===== config.mk =====
export PLATFORM = sky130hd
export DESIGN_NAME = io_responder
export DESIGN_NICKNAME = d
export VERILOG_FILES = /design/src/rtl/io_responder.sv
export SDC_FILE = /design/constraint.sdc
export NUM_CORES = 1
export LEC_CHECK = 0
export ABC_CLOCK_PERIOD_IN_PS = 3550
export CORE_MARGIN = 2
export CORE_UTILIZATION = 50
export DETAILED_ROUTE_END_ITERATION = 6
export PLACE_DENSITY = 0.77
export SLEW_MARGIN = 20
export SYNTH_ARGS = -nofsm -noshare
export SYNTH_HDL_FRONTEND = slang
export SYNTH_SLANG_ARGS = --single-unit

===== constraint.sdc =====
create_clock -name clock -period 3.55 [get_ports clock]
set_input_delay 0.355 -clock clock [delete_from_list [all_inputs] [get_ports clock]]
set_output_delay 0.355 -clock clock [all_outputs]
set_load 0.1 [all_outputs]

===== src/rtl/io_responder.sv =====
// Memory-mapped I/O responder: LED register, synchronised switches, down-counting timer with sticky expiry flag.
// Latency: reads are combinational (zero cycles); writes take effect on the sampling edge; switches appear after 2 edges.
// Backpressure: none; every IORead/IOWrite strobe is serviced in the cycle it is presented.
module io_responder #(
  parameter int LED_WIDTH   = 24,
  parameter int SW_WIDTH    = 24,
  parameter int TIMER_WIDTH = 32
) (
  input  logic                 clock,
  input  logic                 reset,
  input  logic                 IORead,
  input  logic                 IOWrite,
  input  logic [9:0]           addr,
  input  logic [31:0]          write_data,
  input  logic [SW_WIDTH-1:0]  switch_in,
  output logic [LED_WIDTH-1:0] led_out,
  output logic [31:0]          read_data,
  output logic                 timer_irq
);

  localparam logic [9:0] A_TLOAD  = 10'h020;
  localparam logic [9:0] A_TCTRL  = 10'h024;
  localparam logic [9:0] A_TSTAT  = 10'h028;
  localparam logic [9:0] A_TCOUNT = 10'h02C;
  localparam logic [9:0] A_LED    = 10'h060;
  localparam logic [9:0] A_SW     = 10'h070;

  logic [SW_WIDTH-1:0]    sw_meta;
  logic [SW_WIDTH-1:0]    sw_sync;
  logic [TIMER_WIDTH-1:0] tload;
  logic [TIMER_WIDTH-1:0] count;
  logic                   tmr_en;
  logic                   tmr_auto;
  logic                   expired;

  logic wr_led;
  logic wr_tload;
  logic wr_tctrl;
  logic rd_tstat;
  logic fire;

  assign wr_led   = IOWrite && (addr == A_LED);
  assign wr_tload = IOWrite && (addr == A_TLOAD);
  assign wr_tctrl = IOWrite && (addr == A_TCTRL);
  assign rd_tstat = IORead  && (addr == A_TSTAT);

  // Expiry happens when running at zero; a TLOAD write that edge replaces the count instead.
  assign fire = tmr_en && (count == '0) && !wr_tload;

  assign timer_irq = expired;

  // LED output register
  always_ff @(posedge clock or negedge reset) begin
    if (!reset) begin
      led_out <= '0;
    end else if (wr_led) begin
      led_out <= write_data[LED_WIDTH-1:0];
    end
  end

  // Two-flop synchroniser for the asynchronous board switches
  always_ff @(posedge clock or negedge reset) begin
    if (!reset) begin
      sw_meta <= '0;
      sw_sync <= '0;
    end else begin
      sw_meta <= switch_in;
      sw_sync <= sw_meta;
    end
  end

  // Timer: IDLE/RUN is held in tmr_en; counter, reload and control registers
  always_ff @(posedge clock or negedge reset) begin
    if (!reset) begin
      tload    <= '0;
      count    <= '0;
      tmr_en   <= 1'b0;
      tmr_auto <= 1'b0;
    end else begin
      if (wr_tload) begin
        tload <= write_data[TIMER_WIDTH-1:0];
        count <= write_data[TIMER_WIDTH-1:0];
      end else if (tmr_en) begin
        if (count != '0) begin
          count <= count - 1'b1;
        end else if (tmr_auto) begin
          count <= tload;
        end
      end
      if (wr_tctrl) begin
        tmr_en   <= write_data[0];
        tmr_auto <= write_data[1];
      end else if (fire && !tmr_auto) begin
        tmr_en <= 1'b0;
      end
    end
  end

  // Sticky expiry flag: a same-edge expiry beats a clearing TSTAT read
  always_ff @(posedge clock or negedge reset) begin
    if (!reset) begin
      expired <= 1'b0;
    end else if (fire) begin
      expired <= 1'b1;
    end else if (rd_tstat) begin
      expired <= 1'b0;
    end
  end

  // Combinational read mux, zero when not reading or unmapped
  always_comb begin
    read_data = '0;
    if (IORead) begin
      case (addr)
        A_LED:    read_data = 32'(led_out);
        A_SW:     read_data = 32'(sw_sync);
        A_TLOAD:  read_data = 32'(tload);
        A_TCTRL:  read_data = {30'd0, tmr_auto, tmr_en};
        A_TSTAT:  read_data = {31'd0, expired};
        A_TCOUNT: read_data = 32'(count);
        default:  read_data = '0;
      endcase
    end
  end

endmodule


; Word-level counts from Yosys, hierarchy flattened
; Cells that the tools add are included.
; Widths: inputs -> output; s select.
[totals]
reg_bits = 139
latch_bits = 0
mem_bits_rw = 0
romBits = 0
inputBits = 70
word_cells = 41
mem_count = 0
[classes]
addsub = 1
mul = 0
div_mod_pow = 0
n_lt_le_gt_ge = 0
eq_ne = 6
shift = 0
n_mux = 10
bitwise = 0
reduce_logical = 16
[ops]
columns = cell, n
row1 = $pmux 32 s6, 1
row2 = $mux 32, 5
row3 = $eq 10x6->1 const B, 4
row4 = $logic_not 32->1, 1
row5 = $reduce_bool 32->1, 1
row6 = $sub 32x1->32 const B, 1
row7 = $eq 10x7->1 const B, 2
row8 = $logic_and 1x1->1, 7
row9 = $reduce_bool 2->1, 3
row10 = $mux 1, 4
row11 = $reduce_bool 3->1, 1
row12 = $logic_not 1->1, 2
row13 = $reduce_and 2->1, 1

; Logic depth before layout (Yosys ltp)
; Gate-level depths: netlist (run 1).
[logic_depth]
ltp_word = 7
mapped_depth = 10

; Worst setup path after synthesis (run 1)
; No wires, ideal clock.
[synth_path]
path_type = input port to output port
from = input port addr[1]
to = output port read_data[21]
t_arrival_ns = 3.222
required_time_ns = 3.195
slack_ns = -0.027
cell_stages = 7
n_path_buf = 2
path_cell_list = or4b_1 -> nor3_1 -> and3_1 -> clkbuf_1 -> clkbuf_1 -> a222oi_1 -> nor2_1
[synth_between]
elab_chain_len = 3
word_cells_on_any_way = 8
[synth_lines]
columns = item, line
row1 = start: declaration, 13  ; input logic [9:0] addr,
row2 = $eq 10x6->1 or $eq 10x7->1 (tied branches), 114  ; case (addr)
row3 = $pmux 32 s6 (*), 114
row4 = $mux 32 (*), 113  ; if (IORead) begin
row5 = end: declaration, 17  ; output logic [31:0] read_data,
; Mark *: on every way between the ends. The rest lies on a longest branch, timed or not.

; Worst setup path in the final report (run 1)
[layout_path]
from = input port addr[4]
to = output port read_data[5]
; Same word-level chain as after synthesis.

==> implementation parameters, run 1 <==
Parameter                              Value

Outcome
  Outcome    finished with violations
  Violated checks    design-rule violations

CTS
  Cts repair resizes    0
  Clock insertion delay at the later pin of the skew report    420 ps
  Post-CTS clock slew at the launch and capture registers of the worst setup and hold paths    60 ps
  Number of buffers inserted by post-CTS setup repair    0
  Clock tree from TritonCTS    done
  Number of levels in the clock H-tree    4
  CTS Sinks    139
  Number of buffers between clock root and the deepest sink    2
  Clock root buffer    sky130_fd_sc_hd__clkbuf_16
  Total CTS buffers    17

Floorplan
  Area of the core region    13300 µm²
  Height of the chip    121 µm
  Horizontal die dimension    121 µm
  Area of the die    14600 µm²
  Ports placed on the boundary    127
  Total number of placement rows    42
  Initial Utilization    0.514

Critical path
  Critical path capture point type    output port
  Critical path buffers and inverters    3
  Data required, critical path    3190 ps
  Slowest library cell on the worst path    sky130_fd_sc_hd__or4_1
  Launching element of the worst setup path    addr[4]
  Worst path top cell family by delay    simple AND/OR/NAND/NOR gates
  Critical setup path kind    in2out
  Reg-to-Reg Start    count[0]$_DFFE_PN0P_
  Sequence of cells on the critical path    clkdlybuf4s50_1, or4_1, nor2_1, and3_1, buf_4, a222oi_1, nor2_1, buf_12
  Cell mode on critical path    sky130_fd_sc_hd__nor2_1
  Arrival time reported for the critical path endpoint    2910 ps
  Launching element type of the critical path    primary input
  Worst stage delay on the critical path    580 ps
  Largest fanout of any net on the critical path    30

STA
  Pins over their slew limit    0
  Unrepaired setup endpoints after global routing    no
  Period utilisation layout    0.921
  Number of setup violations in the final report    0
  Maximum frequency from static timing analysis    306 MHz
  Hold Violations, Final    0
  Slew Limit Headroom    0.344
  Period minus WS final    3270 ps
  Tightest Pin Transition    981 ps
  Skew final    7.07 ps
  Summed negative setup slack over all endpoints    0 ps

Yosys
  Synth async-reset ratio    1.00
  Yosys top cell by area    sky130_fd_sc_hd__dfrtp_1
  Cell count after synthesis    697
  Average footprint of a synthesized cell    9.81 µm²
  Post-Synthesis Cell Area    6840 µm²
  Fraction of the yosys area taken by sequential cells    0.509
  Flop and latch count out of synthesis    139
  Net count after synthesis    769
  Ys flop type    sky130_fd_sc_hd__dfrtp_1
  Area fraction of the dominant cell type after synthesis    0.509
  Number of flops mapped to enable cells by yosys    0
  Netlist cell types    61
  Count of yosys warnings during synthesis    0
  Top cells by area, synth    sky130_fd_sc_hd__dfrtp_1 (51%), sky130_fd_sc_hd__mux2_2 (7.1%), sky130_fd_sc_hd__nand2_1 (7.0%), sky130_fd_sc_hd__nor2_1 (4.0%), sky130_fd_sc_hd__a31oi_1 (2.3%)

Drt
  Antenna Nets Post-Route    0
  Post-detailed-route wirelength per cell    18.7 µm
  DR vias    6074
  Initial DRC Count    580
  Total length of routed wires    18700 µm
  DRC viols    7
  Via-to-Cell Ratio    6.09
  DR pass1 iterations    7

Placed design
  Total cell area at the placement stage    8600 µm²
  Weighted congestion reported at the end of routability-driven placement    0.883
  Port Buffer Count    126
  Hpwl dp    12400 µm

Hold path
  Hold crit path type    reg2reg
  Start point of the worst min-delay path    sw_meta[7]$_DFF_PN0_

Cells and area
  Layout Cell Area excl Fill    9210 µm²
  Final nets    882
  Antenna fix cells    0
  Layout overhead on the synthesized area    34.7%
  Fraction of final layout cells sized beyond drive strength 1    0.187

Power
  Power density over the cells    473 nW/µm²
  Total leakage power    4.04 nW
  Worst vdd rail ir drop    338 µV

Global routing
  Overall global routing resource usage    0.265
  Initial antenna violation count    0
  Total overflow reported by the global router    0
  Wire length of the first global-routing pass    30600 µm
  Maximum number of pins on one net before global-route repair    81
  Vias in the first global route    6063

Run
  Max-Cap Viols    0
[cell families after synthesis]
family,Yosys count,share of synthesized area
adders and majority gates,2,0.00366
and+or+nand+nor,285,0.199
xor gates and xnor gates,13,0.0166
buffers and inverters,65,0.0415
AOI/OAI and AO/OA,141,0.146
muxes,52,0.0840
DFF,139,0.509
[cells in the final DEF (no fill, tap or decap), drive strengths merged, types with 12 or more instances in the layout]
cell           count
mux2              43
nor4              12
nor2              72
dfrtp            139
clkdlybuf4s50     93
clkbuf            24
o21ai             17
a222oi            15
nand2            127
nand3             21
buf               56
o211ai            19
a21oi             23
a31oi             25
[sequential cells by signal (all words and copies together) (netlist names)]
signal	count
tmr_en	1
tload	32
timer_irq	1
led_out	24
count	32
tmr_auto	1
sw_meta	24
sw_sync	24
[synth_stat cells (11+ instances only)]
library cell and n:
sky130_fd_sc_hd__dfrtp_1 139, sky130_fd_sc_hd__nand2_1 127, sky130_fd_sc_hd__nor2_1 72, sky130_fd_sc_hd__mux2_2 43, sky130_fd_sc_hd__clkbuf_1 39, sky130_fd_sc_hd__a31oi_1 25, sky130_fd_sc_hd__a21oi_1 21, sky130_fd_sc_hd__nand3_1 19
sky130_fd_sc_hd__o211ai_1 19, sky130_fd_sc_hd__a222oi_1 15, sky130_fd_sc_hd__o21ai_0 15, sky130_fd_sc_hd__a22oi_1 11, sky130_fd_sc_hd__buf_2 11
[area by class of cell]
type                       instances  area (µm²)
clock buffer                      24         492
clock inverter                     7         113
fill                             970        4080
inverter                           9        33.8
multi-input combinational        493        3110
sequential                       139        3480
tap                              176         220
timing repair buffer             150        1770
[worst paths after layout]
| kind | to | slack, ps | cells past startpoint |
|---|---|---|---|
| max | read_data[5] | 280 | 8 |
| min | sw_sync[7]$_DFF_PN0_ | 350 | 0 |
| max reg2reg | count[2]$_DFFE_PN0P_ | 630 | 9 |
| min reg2reg | sw_sync[7]$_DFF_PN0_ | 350 | 0 |
| max in group asynchronous | led_out[1]$_DFFE_PN0P_ | 2130 | 3 |
| min in group asynchronous | sw_meta[17]$_DFF_PN0_ | 530 | 2 |
[worst register-to-register path, stage by stage, from the launching register on]
cell                       delay (ps)
sky130_fd_sc_hd__dfrtp_1          450
sky130_fd_sc_hd__inv_1            140
sky130_fd_sc_hd__ha_1             190
sky130_fd_sc_hd__or4b_1           500
sky130_fd_sc_hd__nor3_2           300
sky130_fd_sc_hd__nand4b_1         150
sky130_fd_sc_hd__a21o_2           500
sky130_fd_sc_hd__buf_4            360
sky130_fd_sc_hd__nor2_1           140
sky130_fd_sc_hd__a31oi_1           60
[layer usage]
layer | vias up | part of all wire | global-route usage
met2 | 291 | 0.50 | 0.435
met5 | - | 0 | 0
met1 | 2995 | 0.41 | 0.346
met4 | 0 | 0.020 | 0.107
li1 | 2744 | - | -
met3 | 44 | 0.070 | 0.0536
[where the power goes]
group / internal [W] / switching, W / total, W / leakage, nW
sequential: 0.00168 / 0.000140 / 0.00182 / 1.79
combinational: 0.000323 / 0.000388 / 0.000711 / 1.96
clock: 0.00117 / 0.000648 / 0.00182 / 0.296
[stage by stage]
step | setup slack [ps] | cells | util | power (W) | hold WS [ps]
floorplan | 2.00 | 697 | - | 0.00227 | 59.4
global placement | 378 | 966 | 0.647 | 0.00251 | 332
detailed placement | 312 | 966 | 0.647 | 0.00254 | 335
CTS | 310 | 998 | 0.693 | 0.00436 | 347
global route | 158 | 998 | 0.693 | 0.00451 | 350
finish | 282 | 998 | 0.693 | 0.00435 | 346
[timing repair]
item / CTS / global route
setup endpoints to repair: 0 / 0
endpoints found under the hold margin: 37 / 0
hold buffers: 1 / 0
Power figures use the tool's default switching activity.
==> inputs of run 2 (changes only) <==
- SKIP_LAST_GASP: default -> 1
==> results of run 2 <==
Final layout, timing and power as in run 1 (identical DEF).
